--- src/rtl/signed_addsub_pipe_if.sv ---
// Operand/result handshake bundle for signed_addsub_pipe.
// master drives operands and downstream ready; slave is the pipeline itself.
interface signed_addsub_pipe_if #(
    parameter int WIDTH = 8,
    parameter int CNT_W = 16
);
    logic             in_valid;
    logic             in_ready;
    logic [WIDTH-1:0] a;
    logic [WIDTH-1:0] b;
    logic             op;
    logic             out_valid;
    logic             out_ready;
    logic [WIDTH:0]   result;
    logic [WIDTH-1:0] result_sat;
    logic             ovf;
    logic [CNT_W-1:0] ovf_count;
    logic             cnt_clr;

    modport master (
        output in_valid, a, b, op, out_ready, cnt_clr,
        input  in_ready, out_valid, result, result_sat, ovf, ovf_count
    );

    modport slave (
        input  in_valid, a, b, op, out_ready, cnt_clr,
        output in_ready, out_valid, result, result_sat, ovf, ovf_count
    );
endinterface

--- src/rtl/signed_addsub_pipe.sv ---
// Signed add/subtract with full-precision and saturated results plus overflow event count.
// Latency 2 cycles from input transfer to out_valid; one transfer per cycle.
// Backpressure: stage 2 holds under !out_ready, in_ready drops only when both stages are stuck.
module signed_addsub_pipe #(
    parameter int WIDTH = 8,
    parameter int CNT_W = 16
) (
    input  logic                 clk,
    input  logic                 rst_n,
    signed_addsub_pipe_if.slave  io
);
    typedef struct packed {
        logic [WIDTH-1:0] a;
        logic [WIDTH-1:0] b;
        logic             op;
    } opnd_t;

    localparam logic [WIDTH-1:0] SAT_MAX = {1'b0, {(WIDTH-1){1'b1}}};
    localparam logic [WIDTH-1:0] SAT_MIN = {1'b1, {(WIDTH-1){1'b0}}};
    localparam logic [CNT_W-1:0] CNT_ONE = {{(CNT_W-1){1'b0}}, 1'b1};

    logic             s1_valid;
    opnd_t            s1_dat;
    logic             s1_advance;
    logic             in_fire;
    logic             out_fire;
    logic [WIDTH:0]   a_ext;
    logic [WIDTH:0]   b_ext;
    logic [WIDTH:0]   sum;
    logic             sum_ovf;
    logic [WIDTH-1:0] sum_sat;

    assign s1_advance  = s1_valid && (!io.out_valid || io.out_ready);
    assign io.in_ready = !s1_valid || s1_advance;
    assign in_fire     = io.in_valid && io.in_ready;
    assign out_fire    = io.out_valid && io.out_ready;

    always_ff @(posedge clk or negedge rst_n) begin
        if (!rst_n) begin
            s1_valid <= 1'b0;
        end else if (in_fire) begin
            s1_valid <= 1'b1;
        end else if (s1_advance) begin
            s1_valid <= 1'b0;
        end
    end

    always_ff @(posedge clk) begin
        if (in_fire) begin
            s1_dat.a  <= io.a;
            s1_dat.b  <= io.b;
            s1_dat.op <= io.op;
        end
    end

    // One extra bit keeps the sum exact; overflow shows as the top two bits disagreeing.
    always_comb begin
        a_ext   = {s1_dat.a[WIDTH-1], s1_dat.a};
        b_ext   = {s1_dat.b[WIDTH-1], s1_dat.b};
        sum     = s1_dat.op ? (a_ext + b_ext) : (a_ext - b_ext);
        sum_ovf = sum[WIDTH] ^ sum[WIDTH-1];
        sum_sat = sum[WIDTH-1:0];
        if (sum_ovf) begin
            sum_sat = sum[WIDTH] ? SAT_MIN : SAT_MAX;
        end
    end

    always_ff @(posedge clk or negedge rst_n) begin
        if (!rst_n) begin
            io.out_valid  <= 1'b0;
            io.result     <= '0;
            io.result_sat <= '0;
            io.ovf        <= 1'b0;
        end else if (s1_advance) begin
            io.out_valid  <= 1'b1;
            io.result     <= sum;
            io.result_sat <= sum_sat;
            io.ovf        <= sum_ovf;
        end else if (io.out_ready) begin
            io.out_valid  <= 1'b0;
        end
    end

    always_ff @(posedge clk or negedge rst_n) begin
        if (!rst_n) begin
            io.ovf_count <= '0;
        end else if (io.cnt_clr) begin
            io.ovf_count <= '0;
        end else if (out_fire && io.ovf && (io.ovf_count != '1)) begin
            io.ovf_count <= io.ovf_count + CNT_ONE;
        end
    end
endmodule

--- src/flat_wrapper.sv ---
// flat-port wrapper written by rule: the top's interface ports become plain ports
module signed_addsub_pipe_flat 
#(
    parameter int WIDTH = 8,
    parameter int CNT_W = 16
)
  (clk, rst_n, io_in_valid, io_a, io_b, io_op, io_out_ready, io_cnt_clr, io_in_ready, io_out_valid, io_result, io_result_sat, io_ovf, io_ovf_count);
  signed_addsub_pipe_if #(.WIDTH(WIDTH), .CNT_W(CNT_W)) io_i ();
  input  logic clk;
  input  logic rst_n;
  input wire logic [$bits(io_i.in_valid)-1:0] io_in_valid;
  input wire logic [$bits(io_i.a)-1:0] io_a;
  input wire logic [$bits(io_i.b)-1:0] io_b;
  input wire logic [$bits(io_i.op)-1:0] io_op;
  input wire logic [$bits(io_i.out_ready)-1:0] io_out_ready;
  input wire logic [$bits(io_i.cnt_clr)-1:0] io_cnt_clr;
  output wire logic [$bits(io_i.in_ready)-1:0] io_in_ready;
  output wire logic [$bits(io_i.out_valid)-1:0] io_out_valid;
  output wire logic [$bits(io_i.result)-1:0] io_result;
  output wire logic [$bits(io_i.result_sat)-1:0] io_result_sat;
  output wire logic [$bits(io_i.ovf)-1:0] io_ovf;
  output wire logic [$bits(io_i.ovf_count)-1:0] io_ovf_count;
  assign io_i.in_valid = io_in_valid;
  assign io_i.a = io_a;
  assign io_i.b = io_b;
  assign io_i.op = io_op;
  assign io_i.out_ready = io_out_ready;
  assign io_i.cnt_clr = io_cnt_clr;
  assign io_in_ready = io_i.in_ready;
  assign io_out_valid = io_i.out_valid;
  assign io_result = io_i.result;
  assign io_result_sat = io_i.result_sat;
  assign io_ovf = io_i.ovf;
  assign io_ovf_count = io_i.ovf_count;
  signed_addsub_pipe #(.WIDTH(WIDTH), .CNT_W(CNT_W)) u_core (.clk(clk), .rst_n(rst_n), .io(io_i));
endmodule
--- config.mk ---
export PLATFORM = sky130hd
export DESIGN_NAME = signed_addsub_pipe_flat
export DESIGN_NICKNAME = d
export VERILOG_FILES = /design/src/rtl/signed_addsub_pipe_if.sv /design/src/rtl/signed_addsub_pipe.sv /design/src/flat_wrapper.sv
export SDC_FILE = /design/constraint.sdc
export NUM_CORES = 1
export LEC_CHECK = 0
export ABC_AREA = 1
export BUFFER_PORTS_ARGS = -buffer_cell sky130_fd_sc_hd__buf_2
export CELL_PAD_IN_SITES_DETAIL_PLACEMENT = 1
export CELL_PAD_IN_SITES_GLOBAL_PLACEMENT = 1
export CORE_MARGIN = 5
export CORE_UTILIZATION = 41
export DETAILED_ROUTE_END_ITERATION = 10
export PLACE_DENSITY = 0.9
export SLEW_MARGIN = 15
export SYNTH_ARGS = -nofsm -noshare
export SYNTH_HDL_FRONTEND = slang
export SYNTH_SLANG_ARGS = --single-unit
--- constraint.sdc ---
create_clock -name clk -period 3.2 [get_ports clk]
set_input_delay 0.16 -clock clk [delete_from_list [all_inputs] [get_ports clk]]
set_output_delay 0.16 -clock clk [all_outputs]
set_load 0.005 [all_outputs]
==> qor.txt, run 1 <==
Worst path slowest cell -> edfxtp_1
Critical Path End -> u_core.io.result_sat[4]$_DFFE_PN0P_
Sequential fraction of the synthesis area -> 0.482
FF-to-FF End -> u_core.io.result_sat[4]$_DFFE_PN0P_
Setup violators final -> 0
Pins Over Slew Limit -> 0
Vias in the first global route -> 2640
Most used standard cell by instance count after synthesis -> nand2_1
Cell taking the most area after synthesis -> dfrtp_1
H-tree Lvls -> 2
Post-Syn Nets -> 376
Worst Tran Pin Value -> 858 ps
Fill cell count -> 870
Synth top area share -> 0.308
Period minus WS final -> 2870 ps
Cell leakage power -> 1.79 nW
CTS Buffer Depth -> 2
Area Overhead vs Synth -> 18.1%
WL final -> 7.54 mm
Antenna viol nets, final -> 0
Most used cell, CP -> nand2_1
Chip width -> 94.5 um
Initial Util -> 0.426
CP Data Arrival Time -> 3140 ps
Post-CTS Setup Bufs -> 0
FFs w/ async S/R, synth -> 0.679
All-layer global routing usage -> 0.179
PwrDens -> 571 nW/um2
Post-route DRC violation count -> 0
CP startpoint kind -> flop
IO Port Bufs -> 57
Row cnt -> 30
Synth unique cells -> 31
Avg Synthesized Cell Area -> 8.55 um2
Post-DP HPWL -> 5.81 mm
Clock transition at path regs -> 100 ps
R2R Setup Slk -> 330 ps
FMAX -> 348 MHz
WL per Instance -> 15.0 um
Total core area -> 6870 um2
Initial antenna violation count -> 0
Ant diodes -> 0
Yosys warnings -> 0
Clk_lat worst skew -> 320 ps
Detailed router's first-iteration violation count -> 79
WP data required -> 3460 ps
Crit path largest cell delay -> 450 ps
GP Congestion -> 0.814
Worst Setup SP -> u_core.b_ext[0]$_DFFE_PP_
Hold Crit Class -> in -> reg
Critical path peak fanout -> 8
EDFF count, synth -> 17
First-pass GRT wire length -> 12.6 mm
Synth area leaders -> dfrtp_1 (31%), edfxtp_1 (17%), nand2_1 (14%), inv_1 (6.0%), ha_1 (4.7%)
Vias per cell -> 5.03
Top post-synthesis cells by count -> nand2_1 (111), inv_1 (47), dfrtp_1 (36), nand3_1 (24), edfxtp_1 (17)
Reg2reg path depth -> 19
TritonCTS clock tree -> done
Register bit total from synthesis -> 53
Nets -> 440
Max-cap violations -> 0
Setup_tns -> 0 ps
Post-route clock period utilization -> 0.898
Share of post-route cells with drive strength above 1 -> 0.204
Run status -> complete, no violations
Die Y -> 94.5 um
Hold Startpoint -> io_b[1]
Inserted Clock Buffers -> 5
CP Cell Sequence -> inv_1, ha_1, inv_1, nor2_1, inv_1, o21ai_0, xnor2_1, ha_1, nand2_1, nand2_1, a21oi_1, nand2_1, nand2_1, nand2_1, nor2_1, nand3_2, nand2_1, inv_1, nand2_1
Final hold vios -> 0
Vias -> 2530
CTS Sinks -> 53
Power Total -> 1.97 mW
CP endpoint kind -> flop
Unrepaired setup endpoints after global routing -> no
Crit Path Class -> reg -> reg
Cells after Synth -> 342
Max Clock Skew -> 13.8 ps
Synth Flop Type -> dfrtp_1
CTS Root Cell -> clkbuf_8
Peak VDD IR -> 0.000309 V
Synthesized area -> 2930 um2
Launch point of the worst reg-to-reg path -> u_core.b_ext[0]$_DFFE_PP_
Detailed-router iteration count before antenna repair -> 5
Largest net degree at the start of global routing -> 37
Worst relative slew slack -> 0.428
GR Overflow Total -> 0
Die ar. -> 8920 um2
Io pins -> 58
==> through the flow <==
| stage | utilization | worst slack (ps) | cell area [um2] | std cells | hold WS [ps] |
|---|---|---|---|---|---|
| global route | 0.503 | 42.6 | 3460 | 503 | 1.28 |
| floorplan | - | 842 | 2930 | 342 | -136 |
| detailed placement | 0.481 | 320 | 3310 | 491 | 326 |
| global placement | 0.481 | 479 | 3310 | 491 | 313 |
| CTS | 0.502 | 274 | 3450 | 502 | 0.317 |
| finish | 0.503 | 325 | 3460 | 503 | 15.4 |
==> worst min path at each step <==
| stage | endpoint | slack (ps) | cells after the start |
|---|---|---|---|
| 3_5_place_dp | u_core.io.result[4]$_DFFE_PN0P_ | 330 | 1 |
| 4_1_cts | u_core.b_ext[0]$_DFFE_PP_ | 0.3 | 1 |
| 6_report | u_core.b_ext[1]$_DFFE_PP_ | 20 | 1 |
| 5_1_grt | u_core.b_ext[3]$_DFFE_PP_ | 1 | 1 |
| 2_1_floorplan | u_core.io.out_valid$_DFFE_PN0P_ | -140 | 0 |
| 3_3_place_gp | u_core.io.result[4]$_DFFE_PN0P_ | 310 | 1 |
==> worst max-delay path, delay by kind of cell (launching register included) <==
| kind | cells | cell delay [ps] |
|---|---|---|
| AO/OA/AOI/OAI | 2 | 390 |
| XOR/XNOR | 1 | 160 |
| adder cells (fa/ha/maj) | 2 | 470 |
| buffers and inverters | 4 | 270 |
| flip-flops | 1 | 450 |
| AND/OR/NAND/NOR | 10 | 1080 |
==> final cells by class <==
class,count,area [um2],area share
clock buffer,5,68.8,0.0199
tap,96,120,0.0348
clock inverter,3,40.0,0.0116
inverter,48,180,0.0521
multi-input combinational,237,1310,0.379
sequential,53,1410,0.408
timing repair buffer,61,325,0.0941
==> what timing repair did <==
action | 4_1_cts | 5_1_grt
hold endpoints to repair | 38 | 1
resized for setup | 0 | 0
hold buffers | 3 | 1
==> layer usage <==
metal | share of wire | vias up | track usage
li1 | - | 1232 | -
met1 | 0.45 | 1232 | 0.232
met2 | 0.49 | 56 | 0.298
met3 | 0.045 | 10 | 0.0311
met4 | 0.015 | 0 | 0.0685
met5 | 0 | - | 0
==> power by group <==
part / switching (mW) / internal [mW]
clock network: 0.235 / 0.231
registers: 0.0787 / 0.835
logic: 0.362 / 0.231
==> cells by family (layout without fill, tap and decap cells) <==
group                      count (synthesis)  in the layout  share of synthesized area
adders and majority gates                 12             12                     0.0539
and+or+nand+nor                          176            176                      0.275
xor gates and xnor gates                  16             16                     0.0479
AOI/OAI and AO/OA                         33             33                     0.0710
DFF                                       53             53                      0.482
buffers and inverters                     52            117                     0.0697
==> layout by cell type, fill, tap and decap left out, drive strengths merged <==
cell and count:
xor2 14, bufinv 1, nor3 8, o21ai 17, nand2 114, dfrtp 36, xnor2 2, edfxtp 17
dlygate4sd3 4, inv 49, clkinv 1, a21oi 8, a31oi 1, buf 57, fa 1, a22o 1
o31ai 6, ha 11, nor2 16, clkbuf 5, nand3b 1, nand4 10, nand3 27
==> state kept, by name, summed over array words and instances, names as in the netlist <==
| name | count |
|---|---|
| u_core.a_ext | 8 |
| u_core.b_ext | 8 |
| u_core.io.out_valid | 1 |
| u_core.io.ovf | 1 |
| u_core.io.ovf_count | 16 |
| u_core.io.result | 9 |
| u_core.io.result_sat | 8 |
| u_core.s1_dat | 1 |
| u_core.s1_valid | 1 |
(Power assumes the default switching activity.)
==> run 2: changes to the inputs <==
- RECOVER_POWER: not set -> 50
==> run 2 against run 1 <==
Largest power group unchanged. Final area fell by 0.65%. Worst hold slack improved by 1.6 ps. Routed wire length is 0.37% higher. The run now ends with max-capacitance violations, max-slew violations left. Sequential cell count unchanged. Critical endpoint unchanged. Sequential share of layout area is 0.27 points higher. Clock-buffer cell count unchanged. First-iteration DRC count up 6.3%.
==> qor.txt, run 2 (synthesis gave the netlist of run 1 again) <==
Clock transition at path regs -> 100 ps (about the same)
Clk_lat worst skew -> 320 ps (about the same)
First-pass GRT wire length -> 12.6 mm (unchanged)
CP endpoint kind -> flop
Antenna viol nets, final -> 0 (unchanged)
Max reg flops -> 16 (unchanged)
Cell leakage power -> 1.72 nW (-4.0%)
CTS Sinks -> 53 (unchanged)
IO Port Bufs -> 57 (unchanged)
Largest register by flop count -> u_core.io.ovf_count
WL final -> 7.57 mm (+0.37%)
Post-route DRC violation count -> 0 (unchanged)
CP top delay family -> simple AND/OR/NAND/NOR gates
Unrepaired setup endpoints after global routing -> no
Row cnt -> 30 (unchanged)
Setup_tns -> 0 ps (unchanged)
Die ar. -> 8920 um2 (unchanged)
Detailed router's first-iteration violation count -> 84 (+6.3%)
Critical path peak fanout -> 8 (unchanged)
Crit Path Class -> reg -> reg
CTS Hold Bufs -> 3 (unchanged)
CP startpoint kind -> flop
FMAX -> 348 MHz (about the same)
Run status -> finished, violations left
Worst path slowest cell -> edfxtp_1
Worst Path Buf+Inv -> 4 (unchanged)
Die Y -> 94.5 um (unchanged)
Initial Util -> 0.426 (unchanged)
Chip width -> 94.5 um (unchanged)
Pre-CTS setup slack -> 320 ps (unchanged)
Vias in the first global route -> 2640 (unchanged)
H-tree Lvls -> 2 (unchanged)
Vias per cell -> 5.04 (+0.20%)
GR Overflow Total -> 0 (unchanged)
Hold Startpoint -> io_b[1]
Most used cell, CP -> nand2_1
Biggest regs -> u_core.io.ovf_count (16), u_core.io.result (9)
WL per Instance -> 15.0 um (+0.37%)
Ant diodes -> 0 (unchanged)
Net switching power -> 0.675 mW (about the same)
Int Pwr -> 1.29 mW (-0.59%)
Post-DP HPWL -> 5.81 mm (unchanged)
PwrDens -> 572 nW/um2 (+0.29%)
Fill cell count -> 881 (+1.3%)
Vias -> 2535 (+0.20%)
Failing checks -> max-capacitance violations, max-slew violations
Power Total -> 1.97 mW (-0.37%)
Clock power frac -> 0.236 (about the same)
CTS Root Cell -> clkbuf_8
Setup violators final -> 0 (unchanged)
Design area -> 3430 um2 (-0.65%)
Peak VDD IR -> 0.000309 V (about the same)
Max Clock Skew -> 13.9 ps (+0.0515 ps)
GP Congestion -> 0.814 (unchanged)
Worst Setup SP -> u_core.b_ext[0]$_DFFE_PP_
Sequential share of power -> 0.466 (+0.003)
Nets -> 440 (unchanged)
Inserted Clock Buffers -> 5 (unchanged)
CP Data Arrival Time -> 3140 ps (about the same)
Share of post-route cells with drive strength above 1 -> 0.160 (-0.0442)
Setup ws final -> 326 ps (+1.00 ps)
Final hold vios -> 0 (unchanged)
Period minus WS final -> 2870 ps (-1.00 ps)
Total core area -> 6870 um2 (unchanged)
Launch point of the worst reg-to-reg path -> u_core.b_ext[0]$_DFFE_PP_
Area after DPL -> 3310 um2 (unchanged)
TritonCTS clock tree -> done
All-layer global routing usage -> 0.179 (unchanged)
CP Cell Sequence -> inv_1, ha_1, inv_1, nor2_1, inv_1, o21ai_0, xnor2_1, ha_1, nand2_1, nand2_1, a21oi_1, nand2_1, nand2_1, nand2_1, nor2_1, nand3_2, nand2_1, inv_1, nand2_1
Hold Crit Class -> in -> reg
Crit path largest cell delay -> 450 ps (about the same)
Post-route clock period utilization -> 0.898 (about the same)
Combinational power share -> 0.298 (-0.002)
Commonest non-fill, non-tap cell in the layout -> nand2_1
WP data required -> 3460 ps (about the same)
Most frequent cells in the layout -> nand2_1 (111), inv_1 (47), buf_2 (39)
Io pins -> 58 (unchanged)
Worst relative slew slack -> -0.383 (-0.812)
Max-cap violations -> 1 (+1)
Detailed-router iteration count before antenna repair -> 4 (-1)
Post-CTS Setup Bufs -> 0 (unchanged)
Pins Over Slew Limit -> 37 (+37)
Sw frac -> 0.344 (+0.00144)
Largest net degree at the start of global routing -> 37 (unchanged)
Area Overhead vs Synth -> 17.4%
CTS Buffer Depth -> 2 (unchanged)
Post-CTS sizing -> 0 (unchanged)
Worst Tran Pin Value -> 2080 ps (+1220 ps)
Initial antenna violation count -> 0 (unchanged)
[run 2: cell types whose count changed in the layout (fill, tap and decap cells not counted), sizes merged]
cell    delta
buf       -18
clkbuf    +18
[run 2: power groups by stage]
stage	logic, mW	registers (mW)	clock network (mW)
detailed placement	0.597	0.930	0
global route	0.665	0.933	0.509
floorplan	0.345	0.931	0
global placement	0.562	0.922	0
CTS	0.604	0.915	0.478
finish	0.586	0.915	0.465
[run 2: layer usage]
layer	wire length, um	GRT usage	vias to the layer above
met1	3470	0.232	1244
met4	124	0.0685	0
met2	3690	0.298	50
met3	290	0.0311	10
met5	0	0	-
li1	-	-	1231
[run 2: area by class of cell]
| type | instances | area, um2 | share of cell area |
|---|---|---|---|
| Clock buffer | 5 | 68.8 | 0.0200 |
| Tap cell | 96 | 120 | 0.0350 |
| Clock inverter | 3 | 40.0 | 0.0117 |
| Inverter | 48 | 180 | 0.0525 |
| Timing Repair Buffer | 61 | 303 | 0.0882 |
| Multi-Input combinational cell | 237 | 1310 | 0.382 |
| Sequential cell | 53 | 1410 | 0.411 |
[run 2: worst register-to-register path, delay by kind of cell, from the launching register on]
| kind | cells | cell delay (ps) |
|---|---|---|
| AO/OA/AOI/OAI | 2 | 390 |
| AND/OR/NAND/NOR | 10 | 1080 |
| flip-flops | 1 | 450 |
| XOR/XNOR | 1 | 160 |
| adder cells (fa/ha/maj) | 2 | 470 |
| buffers and inverters | 4 | 270 |
[run 2: metrics by stage]
stage	utilization	instances	hold WS, ps
floorplan	-	342	-136
global placement	0.481	491	313
detailed placement	0.481	491	326
CTS	0.502	502	0.317
global route	0.500	503	1.28
finish	0.500	503	17.0
[run 2: path summary, 6_finish.rpt]
check                                                 endpoint  slack, ps  cells after the start
max                        u_core.io.result_sat[4]$_DFFE_PN0P_        330                     19
max in group asynchronous  u_core.io.ovf_count[11]$_DFFE_PN0P_       1040                      2
min reg2reg                    u_core.io.result[4]$_DFFE_PN0P_        490                      2
min                                  u_core.b_ext[1]$_DFFE_PP_         20                      1
min in group asynchronous      u_core.io.result[6]$_DFFE_PN0P_        960                      2
max reg2reg                u_core.io.result_sat[4]$_DFFE_PN0P_        330                     19
